$ cat config.mk
export PLATFORM = sky130hd
export DESIGN_NAME = sn_decoder
export DESIGN_NICKNAME = d
export VERILOG_FILES = /design/src/rtl/sc_pkg.sv /design/src/rtl/sn_decoder.sv
export SDC_FILE = /design/constraint.sdc
export NUM_CORES = 1
export LEC_CHECK = 0
export BUFFER_PORTS_ARGS = -buffer_cell sky130_fd_sc_hd__buf_2
export CAP_MARGIN = 0
export CORE_ASPECT_RATIO = 2
export CORE_UTILIZATION = 60
export DETAILED_ROUTE_END_ITERATION = 16
export PLACE_DENSITY = 0.83
export SLEW_MARGIN = 25
export SYNTH_ARGS = -nofsm -noshare
export SYNTH_HDL_FRONTEND = slang
export SYNTH_SLANG_ARGS = --single-unit
$ cat constraint.sdc
create_clock -name clk -period 6.2 [get_ports clk]
set_input_delay 1.55 -clock clk [delete_from_list [all_inputs] [get_ports clk]]
set_output_delay 1.55 -clock clk [all_outputs]
set_load 0.01 [all_outputs]
$ cat src/rtl/sc_pkg.sv
`default_nettype none
// ============================================================================
// Package : sc_pkg
// Purpose : Definitions shared across the stochastic-computing datapath.
//           Holds the common stochastic-number width (shared with the LFSR
//           stochastic number generator) and the decoder state encoding.
// Revision: 1.0 - initial release
// ============================================================================
package sc_pkg;

   // Default width of stochastic numbers; an 8-bit maximal LFSR has a
   // period of 255, which is also the largest decoder window.
   localparam int SC_WIDTH = 8;

   // Decoder control states.
   typedef enum logic [0:0] {
      IDLE  = 1'b0,
      COUNT = 1'b1
   } dec_state_e;

endpackage : sc_pkg
`default_nettype wire

$ cat src/rtl/sn_decoder.sv
`default_nettype none
// ============================================================================
// Module  : sn_decoder
// Purpose : Stochastic-to-binary decoder. Counts the ones in a programmable
//           window of valid bits of a unipolar stochastic bitstream and
//           presents the count on a valid/ready output register.
//
// Ports   :
//   clk          in   clock, rising edge
//   reset        in   asynchronous active-high reset
//   start        in   one-cycle window request, honoured only when idle
//   win_len      in   window length in valid bits, sampled on accepted start
//   continuous   in   re-arm with the latched length when a window completes
//   bit_in       in   stochastic bit
//   bit_valid    in   bit_in is meaningful this cycle
//   busy         out  a window is being counted
//   result       out  number of ones in the last completed window
//   out_valid    out  result holds an unconsumed value
//   out_ready    in   consumer accepts result when out_valid & out_ready
//   overrun      out  sticky: a completed window overwrote an unread result
//   clr_overrun  in   synchronous clear of overrun (a new overrun wins)
//
// Revision: 1.0 - initial release
// ============================================================================
module sn_decoder
   import sc_pkg::*;
#(
   parameter int WIDTH = SC_WIDTH
) (
   input  logic             clk,
   input  logic             reset,
   input  logic             start,
   input  logic [WIDTH-1:0] win_len,
   input  logic             continuous,
   input  logic             bit_in,
   input  logic             bit_valid,
   output logic             busy,
   output logic [WIDTH-1:0] result,
   output logic             out_valid,
   input  logic             out_ready,
   output logic             overrun,
   input  logic             clr_overrun
);

   // ------------------------------------------------------------------------
   // State
   // ------------------------------------------------------------------------
   dec_state_e       state_q,     state_d;
   logic [WIDTH-1:0] len_q,       len_d;
   logic [WIDTH-1:0] bit_cnt_q,   bit_cnt_d;
   logic [WIDTH-1:0] ones_cnt_q,  ones_cnt_d;
   logic [WIDTH-1:0] result_q,    result_d;
   logic             out_valid_q, out_valid_d;
   logic             overrun_q,   overrun_d;

   // Completion event for this cycle and the count it delivers.
   logic             win_done;
   logic [WIDTH-1:0] win_count;

   // Index of the final bit of the window. len_q is never zero while
   // counting, so this cannot underflow when it matters.
   logic [WIDTH-1:0] last_idx;
   assign last_idx = len_q - WIDTH'(1);

   // ------------------------------------------------------------------------
   // State register
   // ------------------------------------------------------------------------
   always_ff @(posedge clk or posedge reset) begin
      if (reset) begin
         state_q     <= IDLE;
         len_q       <= '0;
         bit_cnt_q   <= '0;
         ones_cnt_q  <= '0;
         result_q    <= '0;
         out_valid_q <= 1'b0;
         overrun_q   <= 1'b0;
      end else begin
         state_q     <= state_d;
         len_q       <= len_d;
         bit_cnt_q   <= bit_cnt_d;
         ones_cnt_q  <= ones_cnt_d;
         result_q    <= result_d;
         out_valid_q <= out_valid_d;
         overrun_q   <= overrun_d;
      end
   end

   // ------------------------------------------------------------------------
   // Next-state and output-register logic
   // ------------------------------------------------------------------------
   always_comb begin
      state_d     = state_q;
      len_d       = len_q;
      bit_cnt_d   = bit_cnt_q;
      ones_cnt_d  = ones_cnt_q;
      result_d    = result_q;
      out_valid_d = out_valid_q;
      overrun_d   = overrun_q;
      win_done    = 1'b0;
      win_count   = '0;

      // Consumer handshake and overrun clear come first so that a
      // completion on the same edge takes precedence over both.
      if (out_valid_q && out_ready) begin
         out_valid_d = 1'b0;
      end
      if (clr_overrun) begin
         overrun_d = 1'b0;
      end

      case (state_q)
         IDLE: begin
            if (start) begin
               if (win_len != '0) begin
                  len_d      = win_len;
                  bit_cnt_d  = '0;
                  ones_cnt_d = '0;
                  state_d    = COUNT;
               end else begin
                  // Zero-length window completes immediately with count 0.
                  win_done  = 1'b1;
                  win_count = '0;
               end
            end
         end

         COUNT: begin
            if (bit_valid) begin
               if (bit_cnt_q == last_idx) begin
                  // Last bit of the window is folded in combinationally so
                  // the result lands one cycle after that bit.
                  win_done   = 1'b1;
                  win_count  = ones_cnt_q + WIDTH'(bit_in);
                  bit_cnt_d  = '0;
                  ones_cnt_d = '0;
                  if (!continuous) begin
                     state_d = IDLE;
                  end
               end else begin
                  bit_cnt_d  = bit_cnt_q + WIDTH'(1);
                  ones_cnt_d = ones_cnt_q + WIDTH'(bit_in);
               end
            end
         end

         default: begin
            state_d = IDLE;
         end
      endcase

      if (win_done) begin
         result_d    = win_count;
         out_valid_d = 1'b1;
         // Overwriting a result the consumer has not taken this cycle.
         if (out_valid_q && !out_ready) begin
            overrun_d = 1'b1;
         end
      end
   end

   // ------------------------------------------------------------------------
   // Outputs
   // ------------------------------------------------------------------------
   assign busy      = (state_q == COUNT);
   assign result    = result_q;
   assign out_valid = out_valid_q;
   assign overrun   = overrun_q;

endmodule : sn_decoder
`default_nettype wire

# ---- Word level (Yosys, flattened, before mapping)
# Index checks and enable logic that the tools add are counted.
dict set report classes {
  n_addsub 3
  n_eq_ne 4
  n_mux 27
  n_bitwise 1
  n_reduce_logical 7
}
# operator count
set ops {}
lappend ops {{$mux W8} 8}
lappend ops {{$pmux W8 S2} 3}
lappend ops {{$mux W1} 14}
lappend ops {{$add A8 B1 Y8} 1}
lappend ops {{$add A8 B1 Y8 const B} 1}
lappend ops {{$eq A8 B8 Y1} 1}
lappend ops {{$reduce_bool A8 Y1} 1}
lappend ops {{$sub A8 B1 Y8 const B} 1}
lappend ops {{$ne A2 B2 Y1 const B} 3}
lappend ops {{$reduce_and A3 Y1} 2}
lappend ops {{$pmux W1 S2} 2}
lappend ops {{$logic_and A1 B1 Y1} 2}
lappend ops {{$reduce_bool A2 Y1} 1}
lappend ops {{$logic_not A1 Y1} 1}
lappend ops {{$not A1 Y1} 1}
dict set report totals {
  reg_bits 35
  inputBits 16
  output_inout_bits 11
  elab_cells 49
}

# ---- Logic depth before layout (Yosys ltp)
# Gate-level depths: netlist (run 1).
dict set report depth {
  ltp_word 6
  ltp_mapped 9
  depth_no_buf 8
}

# ---- Worst setup path after synthesis (run 1)
# No wires, ideal clock.
dict set report synth_timing {
  kind {input -> register}
  from {in win_len[3]}
  to {reg bit_cnt_q[3]}
  setup_time_ns 0.142
  arrival_ns 2.955
  required_ns 6.058
  setup_slack_ns 3.103
  path_stages 6
  n_path_buf 0
  path_cell_list {or4_1 -> o21ai_1 -> nand2_1 -> nand4_1 -> xor2_1 -> nor3_1}
}
dict set report synth_between {
  elab_chain_cells 3
}
# item line
set synth_rtl {}
lappend synth_rtl {{from (decl)} sn_decoder.sv:33} ;# input logic [WIDTH-1:0] win_len,
lappend synth_rtl {{$reduce_bool A8 Y1} sn_decoder.sv:114} ;# if (win_len != '0) begin
lappend synth_rtl {{$ne A2 B2 Y1 (no line)} -}
lappend synth_rtl {{$reduce_and A3 Y1 (no line)} -}
lappend synth_rtl {{to (signal assigned)} sn_decoder.sv:80} ;# bit_cnt_q <= bit_cnt_d;
lappend synth_rtl {{to (decl)} sn_decoder.sv:50} ;# logic [WIDTH-1:0] bit_cnt_q, bit_cnt_d;
# No other way between the ends.
# A chain may end at the register's enable or synchronous reset.

# ---- Final worst setup path (run 1)
dict set report layout_timing {
  from {in win_len[3]}
  to {reg bit_cnt_q[2]}
}
# The elaborated chain is that of the path after synthesis.

==> flow_summary_export.csv, run 1 <==
group,metric,value,unit
critical_path,cp_cell_sequence,"buf_2, or4_1, o21a_1, nor2_1, nor3_2, nor3_1",
grt,grt_overflow,0,
cts,cts_resized,0,
floorplanning,die_area,3460,um^2
place,place_congestion,0.877,
yosys,synth_edf_count,0,
cts,numCtsBuffers,5,
cells_and_area,areaGrowthSynthToFinish,12.7,%
min_path,worstHoldPathType,"reg2reg",
cts,clock_path_buffers,2,
sta,setup_violations,0,
floorplanning,num_io_pins,27,
yosys,synth_most_common_cell,"nand2_1",
cts,htree_num_levels,2,
sta,slew_viol_final,0,
place,placement.cell_area,2070,um^2
sta,maxSlewHeadroom,0.474,
yosys,synth_seq_cells,35,
power_and_ir_drop,powerDensity,404,nW/um^2
floorplanning,coreArea,3010,um^2
yosys,async_flop_share,1.00,
critical_path,end_kind,"flop",
grt,grt_max_degree,36,
cts,hold_buffers,0,
grt,antenna_found_initial,0,
sta,max_freq,272,MHz
cells_and_area,n_fill_cell,233,
drt,drc_errors,0,
cts,cts_tree,"done",
yosys,synth_area_per_cell,9.93,um^2
place,numPortBuffers,26,
sta,fin_crit_sh,0.594,
sta,worst_slew_pin_slew,786,ps
drt,routedWlPerCell,16.1,um
drt,routed_wl,4.09,mm
yosys,yosys_warnings,0,
yosys,synthesis.area,1930,um^2
sta,hold_viol_final,0,
power_and_ir_drop,power_leakage,0.987,nW
place,dp_hpwl,3.15,mm
cts,clk_pin_slew_worst_paths,70,ps
critical_path,critical_path_arrival,3840,ps
critical_path,path_buf_inv,1,
outcome,status,"finished, final reports clean",
yosys,synth_flop_cell,"dfrtp_1",
sta,skew,13.0,ps
grt,grt_pass1_wl,6.90,mm
yosys,syn_nets,214,
floorplanning,start_util,0.640,
cells_and_area,nets,244,
grt,grtUsageTotal,0.273,
cts,postCtsSetupBuffers,0,
critical_path,worst_ep_required_time,6360,ps
grt,grt_pass1_vias,1565,
sta,setup_tns,0,ps
critical_path,crit_type,"in2reg",
cts,root_buffer,"clkbuf_8",
drt,first_pass_iters,4,
floorplanning,rows,28,
critical_path,worst_path_largest_cell_delay,660,ps
yosys,ys_types,41,
yosys,synth.top_cell.area_share,0.455,
drt,postRouteAntennaNets,0,
cells_and_area,drive_above_1_share,0.227,
yosys,yosys-top-cells-area,"dfrtp_1 45%, nand2_1 7.4%, xnor2_1 5.9%, xor2_1 5.5%, mux2i_1 4.2%",
drt,drt_iter0_drc,29,
critical_path,cpLargestDelayFamily,"simple AND/OR/NAND/NOR gates",
drt,vias,1486,
critical_path,crit_path_start_kind,"input pin",
sta,timing.final.crit_period,3680,ps
power_and_ir_drop,ir_drop,0.294,mV
critical_path,rrSetupSlack,3580,ps
sta,whs,512,ps
floorplanning,die_x,42.1,um
yosys,synth_top_area_cell,"dfrtp_1",
yosys,yosys-top-cells-count,"38 x nand2_1, 35 x dfrtp_1, 13 x xnor2_1",
critical_path,cp_max_fo,14,
run,cap_viol_max_count,0,
cells_and_area,diodes,0,
drt,vias_per_cell,5.83,
yosys,synth_cells,194,
sta,rsz0062_at_grt,"false",
critical_path,cpMaxStageDelayCell,"nor2_1",
floorplanning,die_h,82.1,um
yosys,ys_seq_area_frac,0.455,
cells_and_area,final_cell_area,2170,um^2
cts,clk_latency,300,ps
cts,cts.sinks,35,
## state kept, by name, summed over array words and instances (netlist names)
register    cells
overrun         1
result          8
ones_cnt_q      8
busy            1
bit_cnt_q       8
len_q           8
out_valid       1
## layout by cell type, fill, tap and decap left out, types with 2 or more instances in the layout
cell type	instances
a32o_2	3
buf_2	26
o21ai_0	2
nor3_1	12
nand3b_1	2
and2_1	2
clkbuf_8	6
nand3_1	7
inv_1	7
xnor2_1	13
nand2_1	38
a211oi_1	2
or4_1	3
nor2_1	12
ha_1	4
nand4_1	3
o21ai_1	2
mux2i_1	8
a22o_2	3
dfrtp_1	35
xor2_1	12
## cells by family after synthesis
family / synth area share
compound gates: 0.0792
xor+xnor: 0.114
fa+ha+maj: 0.0260
buf+inv: 0.0292
flops: 0.455
mux: 0.0494
simple gates: 0.248
## final cells by class
type | instances | area [um^2] | area share
inverter | 7 | 26.3 | 0.0121
clock inverter | 2 | 16.3 | 0.00749
tap | 30 | 37.5 | 0.0173
sequential | 35 | 876 | 0.403
timing repair buffer | 27 | 138 | 0.0634
multi-input combinational | 148 | 995 | 0.458
clock buffer | 6 | 82.6 | 0.0380
## metrics by stage
stage	worst slack, ps	power [mW]	util	instances
6_report	2520	0.876	0.721	255
3_3_place_gp	2420	0.681	0.688	247
3_5_place_dp	2290	0.703	0.688	247
4_1_cts	2590	0.879	0.721	255
5_1_grt	2380	0.937	0.721	255
2_1_floorplan	3100	0.618	-	194
## power breakdown
group / switching (mW) / internal (mW) / leakage (nW)
combinational: 0.165 / 0.154 / 0.479
clock: 0.0863 / 0.0906 / 0.0474
sequential: 0.0890 / 0.291 / 0.460
## layer usage
metal  global-route usage  share of wire  up-vias
met5                    0              0        -
met4                0.113          0.018        0
met3               0.0543          0.024        6
met2                0.564           0.60       22
met1                0.247           0.35      731
li1                     -              -      727
## worst paths after layout
path                       depth (start not counted)                      start                         to
setup reg to reg                                   5             busy$_DFF_PP0_   bit_cnt_q[2]$_DFFE_PP0P_
max in group asynchronous                          3                      reset      result[1]$_DFFE_PP0P_
hold / removal                                     1  ones_cnt_q[0]$_DFFE_PP0P_  ones_cnt_q[0]$_DFFE_PP0P_
min in group asynchronous                          3                      reset       len_q[3]$_DFFE_PP0P_
setup / recovery                                   6                 win_len[3]   bit_cnt_q[2]$_DFFE_PP0P_
hold reg to reg                                    1  ones_cnt_q[0]$_DFFE_PP0P_  ones_cnt_q[0]$_DFFE_PP0P_
No activity file was read; power rests on OpenSTA's default activity.
==> run 2, diff against run 1 <==
CORE_UTILIZATION = 51   (was 60)
PLACE_DENSITY = 0.75   (was 0.83)
clock period = 3.1 ns   (was 6.2 ns; I/O delays follow)
==> run 2 against run 1 <==
  * Setup slack worse by 1900 ps
  * Final cell count is 8.6% higher
  * Design area up 2.8%
  * Clock power is 130% higher
  * Critical endpoint is now result[1]$_DFFE_PP0P_
  * Sequential share of layout area is 1.1 points lower
  * Clock skew is 3.3 ps lower
==> flow_summary_export.csv, run 2 (same netlist as run 1, synthesis figures left out) <==
group,metric,value,unit
sta,whs,508,ps
cells_and_area,areaGrowthSynthToFinish,15.8,%
critical_path,end_kind,"flop",
sta,setup_tns,0,ps
drt,vias_per_cell,5.38,
cts,hold_buffers,0,
cells_and_area,diodes,0,
cts,clk_pin_slew_worst_paths,70,ps
sta,fin_crit_sh,0.803,
grt,grt_pass1_wl,6.69,mm
grt,grt_pass1_vias,1427,
drt,first_pass_iters,4,
drt,postRouteAntennaNets,0,
cells_and_area,multiInputGateArea,995,um^2
drt,drc_errors,0,
floorplanning,die_h,88.9,um
power_and_ir_drop,power_leakage,1.01,nW
cts,cts_tree,"done",
sta,max_freq,402,MHz
cts,clock_path_buffers,2,
outcome,status,"finished, final reports clean",
sta,skew,9.64,ps
critical_path,critical_path_arrival,2690,ps
sta,rsz0062_at_grt,"false",
cells_and_area,drive_above_1_share,0.237,
cts,root_buffer,"clkbuf_8",
sta,worst_slew_pin_slew,590,ps
power_and_ir_drop,powerDensity,804,nW/um^2
cts,cts_resized,0,
critical_path,cp_max_fo,8,
sta,slew_viol_final,0,
cts,numCtsBuffers,5,
grt,grt_overflow,0,
place,numPortBuffers,26,
power_and_ir_drop,fin_total_pwr,1.79,mW
cells_and_area,seq_area,876,um^2
floorplanning,rows,31,
grt,grt_max_degree,36,
place,dp_hpwl,3.18,mm
floorplanning,die_area,4040,um^2
cells_and_area,final_util,0.619,
floorplanning,start_util,0.534,
min_path,worstHoldPathType,"reg2reg",
grt,antenna_found_initial,0,
place,place_congestion,0.794,
critical_path,crit_type,"reg2reg",
floorplanning,coreArea,3610,um^2
cts,clk_latency,290,ps
cells_and_area,n_fill_cell,319,
sta,timing.final.crit_period,2490,ps
sta,hold_viol_final,0,
cells_and_area,final_common_cell,"nand2_1",
cts,postCtsSetupBuffers,0,
sta,setup_violations,0,
floorplanning,die_x,45.5,um
power_and_ir_drop,ir_drop,0.539,mV
drt,routedWlPerCell,15.0,um
sta,maxSlewHeadroom,0.604,
critical_path,crit_path_start_kind,"flop",
drt,routed_wl,4.16,mm
drt,drt_iter0_drc,26,
grt,grtUsageTotal,0.236,
cells_and_area,layout_common_cells,"38 x nand2_1, 35 x dfrtp_1, 26 x buf_2",
floorplanning,num_io_pins,27,
critical_path,worst_ep_required_time,3300,ps
cts,htree_num_levels,2,
cts,cts.sinks,35,
drt,vias,1491,
cells_and_area,nets,248,
run,cap_viol_max_count,0,
[run 2: cell count changes in the layout (fill, tap and decap cells not counted)]
cell       delta
bufinv_16     +1
clkinv_4      -1
buf_4         +4
clkbuf_8      -1
[run 2: path summary, 6_finish.rpt]
path	start	endpoint	slack [ps]	cells past startpoint
max in group asynchronous	reset	bit_cnt_q[2]$_DFFE_PP0P_	2210	3
setup reg to reg	len_q[0]$_DFFE_PP0P_	result[1]$_DFFE_PP0P_	610	8
min in group asynchronous	reset	len_q[5]$_DFFE_PP0P_	560	3
setup / recovery	len_q[0]$_DFFE_PP0P_	result[1]$_DFFE_PP0P_	610	8
hold / removal	overrun$_DFF_PP0_	overrun$_DFF_PP0_	510	2
hold reg to reg	overrun$_DFF_PP0_	overrun$_DFF_PP0_	510	2
[run 2: cell type report]
type,instances,share of cell area
repair buffers,31,0.0751
inverters,7,0.0118
multi-input cells,148,0.446
clock buffers,5,0.0308
flip-flops and latches,35,0.392
well taps,49,0.0275
clock inverters,2,0.0168
[run 2: power by group]
| part | leakage, nW | switching [mW] | internal (mW) | total, mW |
|---|---|---|---|---|
| Sequential | 0.460 | 0.177 | 0.582 | 0.760 |
| Clock | 0.0502 | 0.170 | 0.235 | 0.405 |
| Combinational | 0.499 | 0.314 | 0.315 | 0.629 |
| Total | 1.01 | 0.661 | 1.13 | 1.79 |
[run 2: metrics by stage]
step / setup slack (ps) / cell area [um^2] / std cells
3_3_place_gp: 649 / 2130 / 270
3_5_place_dp: 598 / 2130 / 270
4_1_cts: 592 / 2230 / 277
2_1_floorplan: 778 / 1930 / 194
5_1_grt: 469 / 2230 / 277
6_report: 611 / 2230 / 277
[run 2: worst max-delay path: stages, from the launching register on]
cell      delay [ps]
dfrtp_1          450
inv_1            100
ha_1             180
nor3b_4          260
xnor2_1          150
nand3b_1          90
a311o_1          460
nor3_4           440
mux2i_1          260
[run 2: layer usage]
metal  track usage  share of wire
met4        0.0882          0.015
met5             0              0
met1         0.256           0.39
met3        0.0424          0.023
met2         0.432           0.57
